<file path="src/rtl/rv_div.sv">
// Iterative restoring radix-2 divider for RV32M DIV/DIVU/REM/REMU.
// Produces one quotient bit per cycle. Divide-by-zero and signed overflow skip the iteration.
module rv_div #(
    parameter int XLEN = 32
) (
    input  logic            i_clk,
    input  logic            i_reset,
    input  logic            i_valid,
    output logic            o_ready,
    input  logic [1:0]      i_op,
    input  logic [XLEN-1:0] i_src_a,
    input  logic [XLEN-1:0] i_src_b,
    input  logic            i_flush,
    output logic            o_valid,
    input  logic            i_ready,
    output logic [XLEN-1:0] o_result,
    output logic            o_busy
);

    localparam int CW = $clog2(XLEN);

    localparam logic [1:0] S_IDLE = 2'd0;
    localparam logic [1:0] S_CALC = 2'd1;
    localparam logic [1:0] S_FIX  = 2'd2;
    localparam logic [1:0] S_DONE = 2'd3;

    localparam logic [XLEN-1:0] MIN_NEG  = {1'b1, {(XLEN-1){1'b0}}};
    localparam logic [XLEN-1:0] ALL_ONES = {XLEN{1'b1}};

    logic [1:0]      state;
    logic [CW-1:0]   count;
    logic [XLEN-1:0] rem_q;
    logic [XLEN-1:0] quo_q;
    logic [XLEN-1:0] div_q;
    logic            q_neg_q;
    logic            r_neg_q;
    logic            rem_sel_q;
    logic [XLEN-1:0] result_q;
    logic            valid_q;

    // Request decode, evaluated on the input operands at accept time.
    logic            is_signed;
    logic            sign_a;
    logic            sign_b;
    logic [XLEN-1:0] abs_a;
    logic [XLEN-1:0] abs_b;
    logic            div_zero;
    logic            overflow;
    logic            accept;

    // Iteration and fix-up datapath.
    logic [XLEN:0]   trial;
    logic [XLEN-1:0] q_fix;
    logic [XLEN-1:0] r_fix;

    // NOTE: every always_comb output gets a default first so no latch can be inferred.
    always_comb begin
        is_signed = ~i_op[0];
        sign_a    = is_signed & i_src_a[XLEN-1];
        sign_b    = is_signed & i_src_b[XLEN-1];
        abs_a     = sign_a ? -i_src_a : i_src_a;
        abs_b     = sign_b ? -i_src_b : i_src_b;
        div_zero  = (i_src_b == '0);
        overflow  = is_signed && (i_src_a == MIN_NEG) && (i_src_b == ALL_ONES);
        accept    = i_valid && (state == S_IDLE) && !i_flush;

        // The shifted remainder needs XLEN+1 bits; bit XLEN of trial is its sign.
        trial = {rem_q, quo_q[XLEN-1]} - {1'b0, div_q};
        q_fix = q_neg_q ? -quo_q : quo_q;
        r_fix = r_neg_q ? -rem_q : rem_q;
    end

    // NOTE: sequential state uses non-blocking assignments only, so every flop samples pre-edge values.
    always_ff @(posedge i_clk or posedge i_reset) begin
        if (i_reset) begin
            state     <= S_IDLE;
            count     <= '0;
            rem_q     <= '0;
            quo_q     <= '0;
            div_q     <= '0;
            q_neg_q   <= 1'b0;
            r_neg_q   <= 1'b0;
            rem_sel_q <= 1'b0;
            result_q  <= '0;
            valid_q   <= 1'b0;
        end else if (i_flush) begin
            state   <= S_IDLE;
            valid_q <= 1'b0;
        end else begin
            case (state)
                S_IDLE: begin
                    if (accept) begin
                        rem_sel_q <= i_op[1];
                        q_neg_q   <= sign_a ^ sign_b;
                        r_neg_q   <= sign_a;
                        div_q     <= abs_b;
                        if (div_zero) begin
                            result_q <= i_op[1] ? i_src_a : ALL_ONES;
                            state    <= S_DONE;
                        end else if (overflow) begin
                            result_q <= i_op[1] ? '0 : MIN_NEG;
                            state    <= S_DONE;
                        end else begin
                            rem_q <= '0;
                            quo_q <= abs_a;
                            count <= CW'(XLEN - 1);
                            state <= S_CALC;
                        end
                    end
                end
                S_CALC: begin
                    if (!trial[XLEN]) begin
                        rem_q <= trial[XLEN-1:0];
                    end else begin
                        rem_q <= {rem_q[XLEN-2:0], quo_q[XLEN-1]};
                    end
                    quo_q <= {quo_q[XLEN-2:0], ~trial[XLEN]};
                    if (count == '0) begin
                        state <= S_FIX;
                    end else begin
                        count <= count - 1'b1;
                    end
                end
                S_FIX: begin
                    result_q <= rem_sel_q ? r_fix : q_fix;
                    valid_q  <= 1'b1;
                    state    <= S_DONE;
                end
                S_DONE: begin
                    // Special cases arrive here with valid_q still low; it rises one edge later.
                    if (valid_q && i_ready) begin
                        valid_q <= 1'b0;
                        state   <= S_IDLE;
                    end else begin
                        valid_q <= 1'b1;
                    end
                end
                default: begin
                    state   <= S_IDLE;
                    valid_q <= 1'b0;
                end
            endcase
        end
    end

    assign o_ready  = (state == S_IDLE) && !i_reset;
    assign o_busy   = (state != S_IDLE);
    assign o_valid  = valid_q;
    assign o_result = result_q;

endmodule

</file>
<file path="config.mk">
export PLATFORM = sky130hd
export DESIGN_NAME = rv_div
export DESIGN_NICKNAME = d
export VERILOG_FILES = /design/src/rtl/rv_div.sv
export SDC_FILE = /design/constraint.sdc
export NUM_CORES = 1
export LEC_CHECK = 0
export BUFFER_PORTS_ARGS = -buffer_cell sky130_fd_sc_hd__buf_2
export CAP_MARGIN = 15
export CORE_UTILIZATION = 55
export DETAILED_ROUTE_END_ITERATION = 7
export PLACE_DENSITY = 0.8
export RECOVER_POWER = 25
export SYNTH_ARGS = -nofsm -noshare
export SYNTH_HDL_FRONTEND = slang
export SYNTH_SLANG_ARGS = --single-unit
</file>
<file path="constraint.sdc">
create_clock -name i_clk -period 4.51 [get_ports i_clk]
set_input_delay 0.6765 -clock i_clk [delete_from_list [all_inputs] [get_ports i_clk]]
set_output_delay 0.6765 -clock i_clk [all_outputs]
set_load 0.02 [all_outputs]
</file>
==> results.md, run 1 <==
* Outcome: finished with violations
* Failing checks: max-capacitance violations, max-slew violations
* Placed cell count at 1644
* Top Ports at 106
* Worst-path clk slew at 0.06 ns
* Global-route wire length before repair at 47120 um
* Lkg Pwr at 5.314 nW
* Ys flop type: dfrtp_1
* Crit path time final at 3.632 ns
* Dominant cells by area after synthesis: dfrtp_1 32%, xor2_1 6.9%, xnor2_1 5.4%
* Deepest clock path buffer count at 2
* Ant diodes at 0
* Initial core utilization at 55.93%
* Yosys cell types at 64
* Clock skew at 0.007473 ns
* Crit share post-route at 80.53%
* Met3 GRT Util at 5.182%
* Core footprint at 19400 um2
* P&R area growth vs syn at 12.09%
* CTS tree: yes
* Root Driver: clkbuf_16
* DR vias at 10.31k
* Die height at 142.5 um
* EDFF count, synth at 0
* Final-report hold violation count at 0
* HP Class: in2reg
* Worst r2r src: quo_q[31]
* Grt total ovfl at 0
* Final setup fails at 0
* Die span in x at 142.5 um
* Port bufs at 105
* Detailed placement HPWL at 21170 um
* CP Max Fanout at 14
* # nets final at 1514
* Hold slack at 0.4741 ns
* Max-cap viol count at 1
* Setup TNS at 0 ns
* Total global-route track usage at 29.55%
* Crit Path Category: in2reg
* Critical Path Source: i_src_a[1]
* CTS sink count at 139
* Remaining DRCs at 0
* Worst Path Required at 4.80 ns
* Most common cell in the netlist: nand2_1
* DR vias/cell at 6.158
* Pwr dens at 739.2 nW/um2
* Final GP Congestion at 0.9665
* Mapped cell area at 10850 um2
* FFs w/ async S/R, synth at 100.0%
* Syn_area_per_cell at 8.145 um2
* Worst-Margin Slew at 2.884 ns
* WP data arrival at 3.92 ns
* DR iter-0 viols at 895
* Share of the synthesized area in the top cell type at 32.06%
* Fmax at 275.4 MHz
* Initial antenna violation count at 0
* FP Rows at 51
* Slew HR at -92.45%
* Wire length per cell at 17.31 um
* Clock H-tree levels at 4
* Hold Startpoint: i_ready
* Grt met2 use at 48.14%
* Syn_nets at 1447
* GR Layer Usage met1 at 39.56%
* Crit path capture type: flip-flop
* Mapped Cells at 1332
* GR peak layer: met2
* Hold-fix buffers, CTS at 0
* Most frequent cells after synthesis: 140 x nand2_1, 139 x dfrtp_1, 114 x o21ai_0
* Inserted Clock Buffers at 17
* Slew Limit Fails at 77
* Vias in the first global route at 9590
* Total wire length at 29000 um
* Largest area contributor in the netlist: dfrtp_1
* Clk_lat worst skew at 0.43 ns
* Share of post-route cells with drive strength above 1 at 12.55%
* Seq cells post-synth at 139
* Total power at 8.989 mW
* RSZ-0062 raised after global routing: no
* Largest net degree at the start of global routing at 77
* # resized after CTS at 0
* Post-CTS setup buffer count at 0
* Non-Filler Instances at 1675
* Startpoint class of the critical path: input port
* 1st-pass router iterations at 5
* Register area share after synthesis at 32.06%
* Yosys warning total at 0
* VDD IR max at 0.3122 mV
* Post-DRT Antenna Nets at 0
* Die area at 20290 um2
==> worst paths after layout <==
check | end | slack, ns | cells past startpoint
min in group asynchronous | quo_q[14] | 1.28 | 2
hold reg to reg | div_q[8] | 0.48 | 2
setup reg to reg | rem_q[31] | 0.92 | 12
setup / recovery | rem_q[22] | 0.88 | 11
hold / removal | o_valid | 0.47 | 2
max in group asynchronous | rem_q[28] | 1.23 | 3
==> per-stage QoR <==
step                setup WS, ns  instance area (um2)  util (%)
floorplan                 0.1090                10850         -
global placement          0.5747                11500     59.28
detailed placement        0.4882                11500     59.28
CTS                       0.9319                12160     62.69
global route              0.5791                12160     62.69
finish                    0.8783                12160     62.69
==> worst max-delay path, cell delays in order <==
cell and delay, ns:
buf_2 0.11, inv_1 0.09, ha_1 0.16, or3b_2 0.49
nand4b_1 0.32, or4_4 0.55, o41ai_4 0.47, o22ai_1 0.36
buf_4 0.31, nand2_1 0.23, o21ai_0 0.15
==> flip-flops by register name (all words and copies together) (netlist names) <==
name,cells
div_q,32
o_result,32
quo_q,32
rem_q,32
count,5
state,2
o_valid,1
q_neg_q,1
r_neg_q,1
rem_sel_q,1
==> cell usage in the layout (no fill, tap or decap), drive strengths merged, types with 4 or more instances in the layout <==
master | Yosys | routed
a211oi | 6 | 6
a21o | 17 | 17
xnor2 | 67 | 67
a221o | 7 | 7
nand3 | 19 | 19
o21bai | 4 | 4
a32oi | 12 | 12
clkbuf | 53 | 19
mux2i | 26 | 26
nor2 | 100 | 100
o211ai | 4 | 4
bufinv | 0 | 6
and3 | 6 | 6
o21a | 6 | 6
o41ai | 18 | 18
a21oi | 105 | 105
buf | 23 | 123
dfrtp | 139 | 139
or3 | 13 | 13
inv | 73 | 73
ha | 43 | 43
nand2 | 140 | 140
nor2b | 11 | 11
a31oi | 11 | 11
or4 | 21 | 21
nand2b | 15 | 15
o31ai | 30 | 30
o22ai | 18 | 18
o21ai | 137 | 137
xor2 | 85 | 85
a32o | 13 | 13
a22o | 12 | 12
nor4 | 12 | 12
or2 | 9 | 9
nand4 | 17 | 17
nor3 | 25 | 25
==> cells by family after synthesis <==
family,after synthesis,synth area share (%)
DFF,139,32.06
xor gates and xnor gates,152,12.27
buffers and inverters,149,5.835
AOI/OAI and AO/OA,418,24.39
muxes,27,2.503
adders and majority gates,44,5.144
and+or+nand+nor,403,17.80
==> layout make-up <==
| type | instances | area, um2 |
|---|---|---|
| Inverter | 73 | 274.0 |
| Fill cell | 1692 | 7238 |
| Multi-Input combinational cell | 1044 | 6750 |
| Clock buffer | 18 | 439.2 |
| Timing Repair Buffer | 124 | 665.6 |
| Sequential cell | 139 | 3478 |
| Clock inverter | 12 | 221.5 |
| Tap cell | 265 | 331.6 |
==> layer usage <==
metal	vias up	wire, um	share of wire, %
met3	59	2146	7.4
li1	4928	-	-
met1	4870	12850	44
met2	457	13460	46
met4	0	543	1.9
met5	-	0	0
==> power breakdown <==
group	internal [mW]	switching, mW	total [mW]
logic	2.08	2.94	5.02
clock network	1.04	0.542	1.58
registers	1.75	0.635	2.39
total	4.87	4.12	8.99
Note: power is estimated with default switching activity, not from simulation.
==> run 2, diff against run 1 <==
--- a/config.mk
+++ b/config.mk
@@ -7,9 +7,9 @@
 export LEC_CHECK = 0
 export BUFFER_PORTS_ARGS = -buffer_cell sky130_fd_sc_hd__buf_2
 export CAP_MARGIN = 15
-export CORE_UTILIZATION = 55
+export CORE_UTILIZATION = 61
 export DETAILED_ROUTE_END_ITERATION = 7
-export PLACE_DENSITY = 0.8
+export PLACE_DENSITY = 0.84
 export RECOVER_POWER = 25
 export SYNTH_ARGS = -nofsm -noshare
 export SYNTH_HDL_FRONTEND = slang
==> constraint.sdc (replaced) <==
create_clock -name i_clk -period 3.39 [get_ports i_clk]
set_input_delay 0.5085 -clock i_clk [delete_from_list [all_inputs] [get_ports i_clk]]
set_output_delay 0.5085 -clock i_clk [all_outputs]
set_load 0.02 [all_outputs]
==> run 2 against run 1 <==
- the flow still finishes with violations (max-capacitance violations, max-slew violations)
- power is 35% higher
- combinational power is 44% higher
- sequential share of layout area is 0.79 points lower
- die area is 9.7% lower
- cell count is 0.90% higher
- non-clock buffer count is 55 higher
- sequential cell count stayed put
- largest cell class unchanged
- largest power group unchanged
==> results.md, run 2 (synthesis gave the netlist of run 1 again) <==
* Met3 GRT Util at 5.761% (+0.58 points)
* 1st-pass router iterations at 5 (unchanged)
* Post-CTS setup buffer count at 0 (unchanged)
* CTS sink count at 139 (unchanged)
* Slew HR at -6.003% (+86 points)
* Fmax at 303.9 MHz
* Die span in x at 135.4 um (-5.0%)
* Largest net degree at the start of global routing at 70 (-9.1%)
* Root Driver: clkbuf_16
* Worst-Margin Slew at 1.590 ns (-1.294 ns)
* Clock H-tree levels at 4 (unchanged)
* Vias in the first global route at 10.28k (+7.2%)
* Ant diodes at 0 (unchanged)
* GR peak layer: met2
* Non-Filler Instances at 1690 (+0.90%)
* Worst Path Required at 3.75 ns (-1.05 ns)
* FP Rows at 48 (-5.9%)
* HP Class: in2reg
* Crit path capture type: flip-flop
* Crit Path Category: reg2reg
* Final GP Congestion at 0.9217 (-4.6%)
* DR vias at 10.66k (+3.3%)
* Util after Layout at 72.04% (+9.4 points)
* Worst-path clk slew at 0.06 ns (about the same)
* Slew Limit Fails at 99 (+29%)
* Final setup fails at 0 (unchanged)
* WP data arrival at 3.66 ns (-0.26 ns)
* Die height at 135.4 um (-5.0%)
* Placed cell count at 1660 (+0.97%)
* Core footprint at 17360 um2 (-11%)
* Max-cap viol count at 2 (+1)
* Die area at 18320 um2 (-9.7%)
* Initial antenna violation count at 0 (unchanged)
* Deepest clock path buffer count at 2 (unchanged)
* DR iter-0 viols at 1056 (+18%)
* Global-route wire length before repair at 49650 um (+5.4%)
* Initial core utilization at 62.51% (+6.6 points)
* Crit share post-route at 97.07%
* Post-DRT Antenna Nets at 0 (unchanged)
* Crit path time final at 3.291 ns
* Clk_lat worst skew at 0.44 ns (about the same)
* Detailed placement HPWL at 22310 um (+5.4%)
* Top Ports at 106 (unchanged)
* Wire length per cell at 18.03 um (+4.1%)
* Outcome: finished with violations
* CTS tree: yes
* P&R area growth vs syn at 15.26%
* RSZ-0062 raised after global routing: no
* Commonest non-fill, non-tap cell in the layout: nand2_1
* Grt total ovfl at 0 (unchanged)
* Inserted Clock Buffers at 17 (unchanged)
* Grt met2 use at 55.98% (+7.8 points)
* Layout fillers at 1335 (-21%)
* Clock skew at 0.008312 ns (+0.0008390 ns)
* # nets final at 1569 (+3.6%)
* VDD IR max at 0.6097 mV (+95%)
* Port bufs at 105 (unchanged)
* Lkg Pwr at 5.569 nW (+4.8%)
* Final-report hold violation count at 0 (unchanged)
* Total global-route track usage at 34.52% (+5.0 points)
* Remaining DRCs at 0 (unchanged)
* Failing checks: max-capacitance violations, max-slew violations
* Most frequent cells in the layout: 140 x nand2_1, 139 x dfrtp_1, 114 x o21ai_0
* CP Max Fanout at 5 (-9)
* Share of post-route cells with drive strength above 1 at 15.84% (+3.3 points)
* Total wire length at 30470 um (+5.1%)
* Startpoint class of the critical path: flip-flop
* GR Layer Usage met1 at 44.97% (+5.4 points)
* Pwr dens at 970.7 nW/um2 (+31%)
* DR vias/cell at 6.305 (+2.4%)
[run 2: changes by cell type in the layout (fill, tap and decap cells not counted), moves of 2 or more]
| cell | change |
|---|---|
| bufinv_16 | -4 |
| clkbuf_1 | +3 |
| buf_12 | +6 |
| clkinv_2 | +4 |
| clkinvlp_4 | -2 |
| buf_4 | +48 |
[run 2: per-stage QoR]
step           setup TNS (ns)  power, mW  hold slack (ns)  setup slack, ns  instance area (um2)
6_report                    0      12.14           0.3008          0.09920                12500
3_3_place_gp           -1.068      9.857           0.4623         -0.04653                11970
3_5_place_dp           -6.600      10.11           0.4712          -0.1420                11970
4_1_cts                     0      12.00           0.2471          0.08436                12530
5_1_grt                     0      12.99           0.3066          0.01893                12500
2_1_floorplan               0      8.122           0.4498           0.1339                10850
[run 2: layer usage]
metal  wire, um  vias to the layer above
met4        998                        0
met5          0                        -
met3       2279                       77
met2      14380                      501
met1      12810                     5041
li1           -                     5036
[run 2: layout make-up]
class | count | area [um2] | share of cell area, %
clock buffer | 21 | 460.4 | 3.682
clock inverter | 9 | 97.59 | 0.7805
inverter | 73 | 275.3 | 2.201
multi-input combinational | 1044 | 6761 | 54.07
sequential | 139 | 3478 | 27.82
tap | 225 | 281.5 | 2.251
timing repair buffer | 179 | 1150 | 9.195
[run 2: timing repair]
action	in CTS	in global routing
resized for setup	0	2
hold endpoints to repair	0	0
hold buffers	0	0
setup endpoints to repair	0	3
[run 2: final timing paths]
| kind | from | endpoint | slack, ns | cells past startpoint |
|---|---|---|---|---|
| min in group asynchronous | i_reset | o_result[16] | 0.42 | 2 |
| max in group asynchronous | i_reset | div_q[2] | 0.81 | 3 |
| worst max register to register | quo_q[20] | o_result[31] | 0.1 | 8 |
| worst min-delay path | i_ready | o_valid | 0.30 | 2 |
| worst min register to register | div_q[26] | div_q[26] | 0.48 | 2 |
| worst max-delay path | quo_q[20] | o_result[31] | 0.1 | 8 |
[run 2: worst max-delay path: stages (launching register included)]
cell and delay (ns):
dfrtp_1 0.42, or4_1 0.63, or4_1 0.46, or2_2 0.33, or4_1 0.45, o31ai_1 0.32
xnor2_1 0.10, a221o_1 0.36, o21ai_1 0.13
[run 2: power breakdown]
group,total (mW),switching (mW),internal [mW]
clock,1.82,0.719,1.10
combinational,7.21,4.17,3.04
sequential,3.11,0.774,2.33
==> run 3, diff against run 2 <==
--- a/config.mk
+++ b/config.mk
@@ -11,6 +11,7 @@
 export DETAILED_ROUTE_END_ITERATION = 7
 export PLACE_DENSITY = 0.84
 export RECOVER_POWER = 25
+export REMOVE_ABC_BUFFERS = 1
 export SYNTH_ARGS = -nofsm -noshare
 export SYNTH_HDL_FRONTEND = slang
 export SYNTH_SLANG_ARGS = --single-unit
==> run 3 against run 2 <==
- the run still ends with max-capacitance violations, max-slew violations left
- clock skew about the same
- core utilization up 1.2 points
- global-route usage up 0.40 points
- combinational power up 3.7%
- via count up 1.0%
- clock power up 6%
- cell count up 0.59%
- count of clock-buffer cells in the layout up 3
- critical path depth up 7
- first-iteration DRC count up 4.1%
- sequential cell count unchanged
- critical path type unchanged
- largest cell class unchanged
==> results.md, run 3 (synthesis gave the netlist of run 1 again) <==
* Outcome: finished with violations
* Failing checks: max-capacitance violations, max-slew violations
* GR peak layer: met2
* Most common cell on crit path: a21o_1
* Clock H-tree levels at 4 (unchanged)
* Die area at 18320 um2 (unchanged)
* Root Driver: clkbuf_16
* 1st-pass router iterations at 8 (+3)
* Port bufs at 105 (unchanged)
* DP Worst Slack at -0.1564 ns (-0.01436 ns)
* Initial antenna violation count at 1 (+1)
* Worst Path Required at 3.77 ns (+0.02 ns)
* Largest net degree at the start of global routing at 75 (+7.1%)
* Lkg Pwr at 5.661 nW (+1.6%)
* Met3 GRT Util at 6.210% (+0.45 points)
* Remaining DRCs at 0 (unchanged)
* Total power at 12.53 mW (+3.3%)
* GR Layer Usage met1 at 44.96% (about the same)
* Slew Limit Fails at 75 (-24%)
* Grt met2 use at 56.67% (+0.68 points)
* Crit path capture type: flip-flop
* Share of post-route cells with drive strength above 1 at 16.76% (+0.92 points)
* Hold-fix buffers, CTS at 0 (unchanged)
* Crit path max-delay cell type: fa_1
* Crit share post-route at 97.57% (+0.50 points)
* Vias in the first global route at 10.09k (-1.8%)
* Worst-path clk slew at 0.06 ns (about the same)
* Final GP Congestion at 0.9277 (+0.65%)
* Worst-Margin Slew at 1.649 ns (+0.05932 ns)
* CP Max Fanout at 11 (+6)
* FP Rows at 48 (unchanged)
* Deepest clock path buffer count at 2 (unchanged)
* Crit-path cells: inv_1, ha_1, fa_1, nor2b_2, o2111ai_2, nand3b_1, a21o_1, a21o_1, a211oi_1, buf_4, xnor2_4, buf_12, clkbuf_16, mux2i_1, a22o_1
* Die span in x at 135.4 um (unchanged)
* Most frequent cells in the layout: 139 x nand2_1, 139 x dfrtp_1, 112 x o21ai_0
* HP Class: in2reg
* Pwr dens at 985.4 nW/um2 (+1.5%)
* DR vias at 10.77k (+1.0%)
* Max stage delay on crit path at 0.42 ns (-0.21 ns)
* Detailed placement HPWL at 22870 um (+2.5%)
* Util after Layout at 73.28% (+1.2 points)
* Max-cap viol count at 1 (-1)
* Clk_lat worst skew at 0.44 ns (about the same)
* # nets final at 1577 (+0.51%)
* Setup TNS at 0 ns (unchanged)
* Total global-route track usage at 34.92% (+0.40 points)
* Startpoint class of the critical path: flip-flop
* Inserted Clock Buffers at 17 (unchanged)
* Final setup margin at 0.08231 ns (-0.01689 ns)
* Clock skew at 0.007908 ns (-0.0004046 ns)
* Crit Path Category: reg2reg
* P&R area growth vs syn at 17.24%
* Final setup fails at 0 (unchanged)
* Placed cell count at 1664 (+0.24%)
* Wire length per cell at 18.53 um (+2.8%)
* DR vias/cell at 6.333 (+0.45%)
* WP data arrival at 3.68 ns (+0.02 ns)
* Core footprint at 17360 um2 (unchanged)
* Fmax at 302.3 MHz (-0.51%)
* Hold slack at 0.3323 ns (+0.03141 ns)
* Initial core utilization at 62.51% (unchanged)
* Crit path time final at 3.308 ns (+0.01689 ns)
* CTS tree: yes
* Global-route wire length before repair at 49790 um (+0.29%)
* CTS sink count at 139 (unchanged)
* Non-Filler Instances at 1700 (+0.59%)
* Grt total ovfl at 0 (unchanged)
* Final-report hold violation count at 0 (unchanged)
* Placed cell area at 12010 um2 (+0.37%)
* Slew HR at -10.19% (-4.2 points)
* Design area at 12720 um2 (+1.7%)
* DR iter-0 viols at 1099 (+4.1%)
* VDD IR max at 0.5313 mV (-13%)
* Top Ports at 106 (unchanged)
* Die height at 135.4 um (unchanged)
* Total wire length at 31510 um (+3.4%)
* Post-DRT Antenna Nets at 0 (unchanged)
[run 3: changes by cell type in the layout (fill, tap and decap cells not counted), moves of 2 or more]
cell	change
clkbuf_8	+2
clkinv_2	-3
buf_12	+3
o21ai_1	+2
buf_4	+5
o21ai_0	-2
[run 3: final cells by class]
| class | instances | area, um2 |
|---|---|---|
| diodes | 1 | 2.502 |
| multi-input cells | 1044 | 6808 |
| repair buffers | 187 | 1267 |
| clock buffers | 24 | 491.7 |
| fillers | 1297 | 4637 |
| inverters | 73 | 277.8 |
| well taps | 225 | 281.5 |
| flip-flops and latches | 139 | 3478 |
| clock inverters | 7 | 112.6 |
[run 3: where the power goes]
part,internal [mW],switching [mW]
logic,3.22,4.25
clock network,1.23,0.708
registers,2.33,0.791
[run 3: layer usage]
| metal | share of wire [%] | vias to the layer above |
|---|---|---|
| li1 | - | 5058 |
| met1 | 41 | 5036 |
| met2 | 47 | 556 |
| met3 | 7.9 | 116 |
| met4 | 4.5 | 0 |
| met5 | 0 | - |
[run 3: worst max-delay path, delay by kind of cell (launching register included)]
| kind | cells | cell delay (ns) |
|---|---|---|
| multiplexers | 1 | 0.21 |
| buffers and inverters | 4 | 0.59 |
| AND/OR/NAND/NOR | 2 | 0.35 |
| AO/OA/AOI/OAI | 5 | 0.76 |
| flip-flops | 1 | 0.41 |
| adder cells (fa/ha/maj) | 2 | 0.67 |
| XOR/XNOR | 1 | 0.24 |
[run 3: repair_timing]
| action | CTS | global route |
|---|---|---|
| gates cloned | 0 | 1 |
| setup endpoints to repair | 1 | 20 |
| buffers inserted | 0 | 3 |
| gates resized for setup | 1 | 11 |
| pin swaps | 0 | 2 |
[run 3: worst paths after layout]
path	start	endpoint	slack (ns)	cells after the start
min reg2reg	o_result[8]	o_result[8]	0.48	2
max	quo_q[31]	rem_q[0]	0.08	15
min	i_ready	o_valid	0.33	2
max in group asynchronous	i_reset	div_q[24]	0.98	3
min in group asynchronous	i_reset	o_result[16]	0.55	2
max reg2reg	quo_q[31]	rem_q[0]	0.08	15
